[src/rtl/coef_block_axis_tx.sv]
// Zig-zag to raster reorder for 8x8 coefficient blocks, streamed out as eight
// AXI-Stream row beats per block through a two-bank ping-pong buffer.
module coef_block_axis_tx #(
  parameter int COEF_WIDTH             = 8,
  parameter int C_M00_AXIS_TDATA_WIDTH = 64
) (
  input  logic                                  clk_in,
  input  logic                                  rst_in,
  input  logic                                  valid_in,
  input  logic [COEF_WIDTH-1:0]                 coef_in,
  output logic                                  ready_out,
  input  logic                                  m00_axis_tready,
  output logic                                  m00_axis_tvalid,
  output logic                                  m00_axis_tlast,
  output logic [C_M00_AXIS_TDATA_WIDTH-1:0]     m00_axis_tdata,
  output logic [C_M00_AXIS_TDATA_WIDTH/8-1:0]   m00_axis_tstrb
);

  // Raster address for each zig-zag index.
  localparam logic [5:0] ZZ [64] = '{
    6'd0,  6'd1,  6'd8,  6'd16, 6'd9,  6'd2,  6'd3,  6'd10,
    6'd17, 6'd24, 6'd32, 6'd25, 6'd18, 6'd11, 6'd4,  6'd5,
    6'd12, 6'd19, 6'd26, 6'd33, 6'd40, 6'd48, 6'd41, 6'd34,
    6'd27, 6'd20, 6'd13, 6'd6,  6'd7,  6'd14, 6'd21, 6'd28,
    6'd35, 6'd42, 6'd49, 6'd56, 6'd57, 6'd50, 6'd43, 6'd36,
    6'd29, 6'd22, 6'd15, 6'd23, 6'd30, 6'd37, 6'd44, 6'd51,
    6'd58, 6'd59, 6'd52, 6'd45, 6'd38, 6'd31, 6'd39, 6'd46,
    6'd53, 6'd60, 6'd61, 6'd54, 6'd47, 6'd55, 6'd62, 6'd63
  };

  typedef enum logic [1:0] {S_IDLE, S_LOAD, S_SEND} state_t;

  state_t                              state_q, state_d;
  logic [1:0]                          full_q, full_d;
  logic                                wr_bank_q, wr_bank_d;
  logic                                rd_bank_q, rd_bank_d;
  logic [5:0]                          k_q, k_d;
  logic [2:0]                          r_q, r_d;
  logic                                tvalid_q, tvalid_d;
  logic [C_M00_AXIS_TDATA_WIDTH-1:0]   tdata_q, tdata_d;

  // Address is {bank, row, col}; bank A occupies the lower half.
  logic signed [COEF_WIDTH-1:0]        mem_q [128];

  logic                                accept;
  logic                                load_row;
  logic                                row_bank;
  logic [2:0]                          row_idx;
  logic [C_M00_AXIS_TDATA_WIDTH-1:0]   row_data;

  assign ready_out       = !full_q[wr_bank_q];
  assign accept          = valid_in && ready_out;
  assign m00_axis_tvalid = tvalid_q;
  assign m00_axis_tlast  = tvalid_q && (r_q == 3'd7);
  assign m00_axis_tdata  = tdata_q;
  assign m00_axis_tstrb  = '1;

  always_ff @(posedge clk_in) begin
    if (accept) begin
      mem_q[{wr_bank_q, ZZ[k_q]}] <= coef_in;
    end
  end

  always_comb begin
    row_data = '0;
    for (int c = 0; c < 8; c++) begin
      row_data[c*COEF_WIDTH +: COEF_WIDTH] = mem_q[{row_bank, row_idx, 3'(c)}];
    end
  end

  always_comb begin
    state_d   = state_q;
    full_d    = full_q;
    wr_bank_d = wr_bank_q;
    rd_bank_d = rd_bank_q;
    k_d       = k_q;
    r_d       = r_q;
    tvalid_d  = tvalid_q;
    tdata_d   = tdata_q;
    load_row  = 1'b0;
    row_bank  = rd_bank_q;
    row_idx   = 3'd0;

    if (accept) begin
      k_d = k_q + 6'd1;
      if (k_q == 6'd63) begin
        full_d[wr_bank_q] = 1'b1;
        wr_bank_d         = ~wr_bank_q;
      end
    end

    case (state_q)
      S_IDLE: begin
        if (full_q[rd_bank_q]) state_d = S_LOAD;
      end
      S_LOAD: begin
        load_row = 1'b1;
        r_d      = 3'd0;
        tvalid_d = 1'b1;
        state_d  = S_SEND;
      end
      S_SEND: begin
        if (tvalid_q && m00_axis_tready) begin
          if (r_q != 3'd7) begin
            load_row = 1'b1;
            row_idx  = r_q + 3'd1;
            r_d      = r_q + 3'd1;
          end else begin
            // Release never collides with a fill: the fill targets the other bank.
            full_d[rd_bank_q] = 1'b0;
            rd_bank_d         = ~rd_bank_q;
            r_d               = 3'd0;
            if (full_q[~rd_bank_q]) begin
              load_row = 1'b1;
              row_bank = ~rd_bank_q;
            end else begin
              tvalid_d = 1'b0;
              state_d  = S_IDLE;
            end
          end
        end
      end
      default: state_d = S_IDLE;
    endcase

    if (load_row) tdata_d = row_data;
  end

  always_ff @(posedge clk_in or posedge rst_in) begin
    if (rst_in) begin
      state_q   <= S_IDLE;
      full_q    <= '0;
      wr_bank_q <= 1'b0;
      rd_bank_q <= 1'b0;
      k_q       <= '0;
      r_q       <= '0;
      tvalid_q  <= 1'b0;
      tdata_q   <= '0;
    end else begin
      state_q   <= state_d;
      full_q    <= full_d;
      wr_bank_q <= wr_bank_d;
      rd_bank_q <= rd_bank_d;
      k_q       <= k_d;
      r_q       <= r_d;
      tvalid_q  <= tvalid_d;
      tdata_q   <= tdata_d;
    end
  end

endmodule

[config.mk]
export PLATFORM = sky130hd
export DESIGN_NAME = coef_block_axis_tx
export DESIGN_NICKNAME = d
export VERILOG_FILES = /design/src/rtl/coef_block_axis_tx.sv
export SDC_FILE = /design/constraint.sdc
export NUM_CORES = 2
export LEC_CHECK = 0
export CAP_MARGIN = 10
export CORE_MARGIN = 5
export CORE_UTILIZATION = 55
export CTS_CLUSTER_SIZE = 16
export DETAILED_ROUTE_END_ITERATION = 8
export PLACE_DENSITY = 0.72
export SLEW_MARGIN = 20
export SYNTH_ARGS = -nofsm -noshare
export SYNTH_HDL_FRONTEND = slang
export SYNTH_SLANG_ARGS = --single-unit
[constraint.sdc]
create_clock -name clk_in -period 5.6 [get_ports clk_in]
set_clock_uncertainty 0.2 [all_clocks]
set_input_delay 1.12 -clock clk_in [delete_from_list [all_inputs] [get_ports clk_in]]
set_output_delay 1.12 -clock clk_in [all_outputs]
set_load 0.01 [all_outputs]
==> results.md <==
- CP Data Required Time: 5.77 ns
- Clock Latency Late Sink: 0.67 ns
- RSZ-0062 raised after global routing: false
- DP Worst Slack: 0.959 ns
- Post-synth ARST share: 0.0725
- 1st-iter DRT viols: ~3200
- Drt first pass iters: 6
- Pwr Density: 452 mW/mm^2
- Top cells by area, synth: edfxtp_1 68%, dfrtp_1 4.4%, mux2i_1 4.4%
- DRT Wirelength: 115 mm
- Crit Path Class: reg2reg
- Crit. End Element: flop
- Final worst slack: 0.737 ns
- Top_reg_cell synth: edfxtp_1
- # hold bufs at CTS: 0
- Placed Area: 0.0475 mm^2
- Reg clk slew, reported paths: approximately 0.06 ns
- Worst endpoint data arrival time: 5.03 ns
- Post-synth EDFFs: 1024
- Cell row count: 105
- Layout cells sized above 1: 0.146
- Antenna Nets Post-Route: 0
- Total power: approximately 23 mW
- Fin crit period: 4.86 ns
- Die extent in x: between 200 and 300 um
- Cell at the root of the clock tree: clkbuf_16
- Yosys reg bits: 1104
- Setup crit start kind: flop
- Final TNS setup: 0 ns
- Core area: 0.0820 mm^2
- Count leader, synth: edfxtp_1
- Wire per inst: about 28 um
- Non-filler instance count after layout: 4146
- Drt drc: 0
- Path type of the worst min-delay path: reg2reg
- GP Congestion: 0.935
- Slew Limit Fails: 0
- Mapped Area: 0.0454 mm^2
- DR vias: ~27000
- Final HPWL DP: 67.5 mm
- # H-tree levels: 3
- Grt ovf: 0
- Final instance area: 0.0512 mm^2
- CP Max Fanout: 16
- Synth-to-Final Area Change: 12.6%
- Starting density of the core: 0.554
- # IOs: 87
- Commonest cells post-synth: 1024 x edfxtp_1, 198 x mux2i_1, 193 x and3_1, 179 x clkbuf_1, 143 x nand2_1
- Nets: 3021
- Final core occ: 0.624
- Die Area: between 0.08 and 0.09 mm^2
- Gate count after technology mapping: 2931
- Sink Count: 1104
- Slew Limit Headroom: 0.193
- GRT Util Overall: 0.254
- Leakage: around 17 nW
- Clock Path Buffers: 3
- Synth area leader: edfxtp_1
- Final Cycle Share: 0.868
- Fin. Hold Viols: 0
- Setup violators final: 0
- Setup Fix Bufs, Post-CTS: 0
- Hold WS: 0.361 ns
- Port bufs: 78
- Area share of the largest cell type after synthesis: 0.677
- Max-cap violations: 0
- Measured slew at the worst slew-check pin: around 1.2 ns
- Vias in the first global route: between 20000 and 30000
- Initial antenna violation count: 3
- Vias per inst: ~6.5
- Status: complete, no violations
- Netlist cell types: 82
- Post-CTS sizing: 0
- Sequential element share of the synthesized area: 0.721
- Synth warn: 0
- CTS tree: built
- Placed Cells: 3949
- Syn Area/Cell: 15.5 um^2
- CTS Buf Count: about 110
- Worst vdd ir: 0.301 mV
- Pin count of the biggest net entering global routing: 96
- F_max: 206 MHz
- Die Ht: 297 um
- First-pass GRT wire length: 172 mm
[layout make-up]
cell class,instances,area (um^2)
diodes,1,2.50
clock buffers,145,2930
clock inverters,51,721
fillers,5820,30800
inverters,78,295
multi-input cells,1507,11400
flip-flops and latches,1104,32800
well taps,1070,1340
repair buffers,190,1710
[critical path, stage by stage (launching register included)]
cell	delay, ns
dfrtp_1	0.70
inv_1	0.28
ha_1	0.44
a21boi_1	0.35
o21ai_1	0.20
a2111oi_4	0.51
nand2_1	0.72
nor3_1	0.84
buf_4	0.31
[layout by cell type, fill, tap and decap left out, types with 66 or more instances in the layout]
| cell type | count |
|---|---|
| mux2i_1 | 198 |
| clkdlybuf4s50_1 | 70 |
| a221oi_1 | 66 |
| and3_1 | 192 |
| clkbuf_16 | 107 |
| nand2_1 | 142 |
| dfrtp_1 | 80 |
| nor2_1 | 110 |
| nand4_1 | 70 |
| edfxtp_1 | 1024 |
| inv_1 | 76 |
| o22ai_1 | 66 |
| a211oi_1 | 132 |
| buf_4 | 111 |
[logic make-up after synthesis]
logic type,Yosys count,synth area share
other,1,0.0000825
flip-flops,1104,0.721
AO/OA/AOI/OAI,590,0.108
AND/OR/NAND/NOR,615,0.0734
XOR/XNOR,6,0.00116
multiplexers,265,0.0605
buffers and inverters,327,0.0298
adder cells (fa/ha/maj),23,0.00633
[registers in the layout, indices dropped and copies added (netlist names)]
| name | flops |
|---|---|
| state_q | 2 |
| r_q | 3 |
| full_q | 2 |
| m00_axis_tvalid | 1 |
| wr_bank_q | 1 |
| mem_q | 1024 |
| k_q | 6 |
| rd_bank_q | 1 |
| m00_axis_tdata | 64 |
[power breakdown]
group	leakage, nW	switching, mW	internal [mW]	total, mW
Combinational	5.04	3.63	2.04	5.67
Sequential	10.1	0.440	9.57	10.0
Clock	1.78	3.03	4.41	7.44
[final timing paths]
kind / from / endpoint / slack, ns / cells after the start
max: k_q[0] / mem_q[6][6] / 0.74 / 8
min: state_q[1] / state_q[1] / 0.36 / 1
max reg2reg: k_q[0] / mem_q[6][6] / 0.74 / 8
min reg2reg: state_q[1] / state_q[1] / 0.36 / 1
max in group asynchronous: rst_in / m00_axis_tdata[4] / 3.46 / 3
min in group asynchronous: rst_in / m00_axis_tdata[36] / 0.78 / 2
[routing by layer]
metal / track usage / routed length, um / vias to the layer above
met2: 0.408 / 54700 / 1324
met1: 0.354 / 45900 / 13700
met3: 0.0446 / 9830 / 214
met5: 0 / 0 / -
met4: 0.0937 / 4380 / 0
li1: - / - / 11800
No activity file was read; power rests on OpenSTA's default activity.
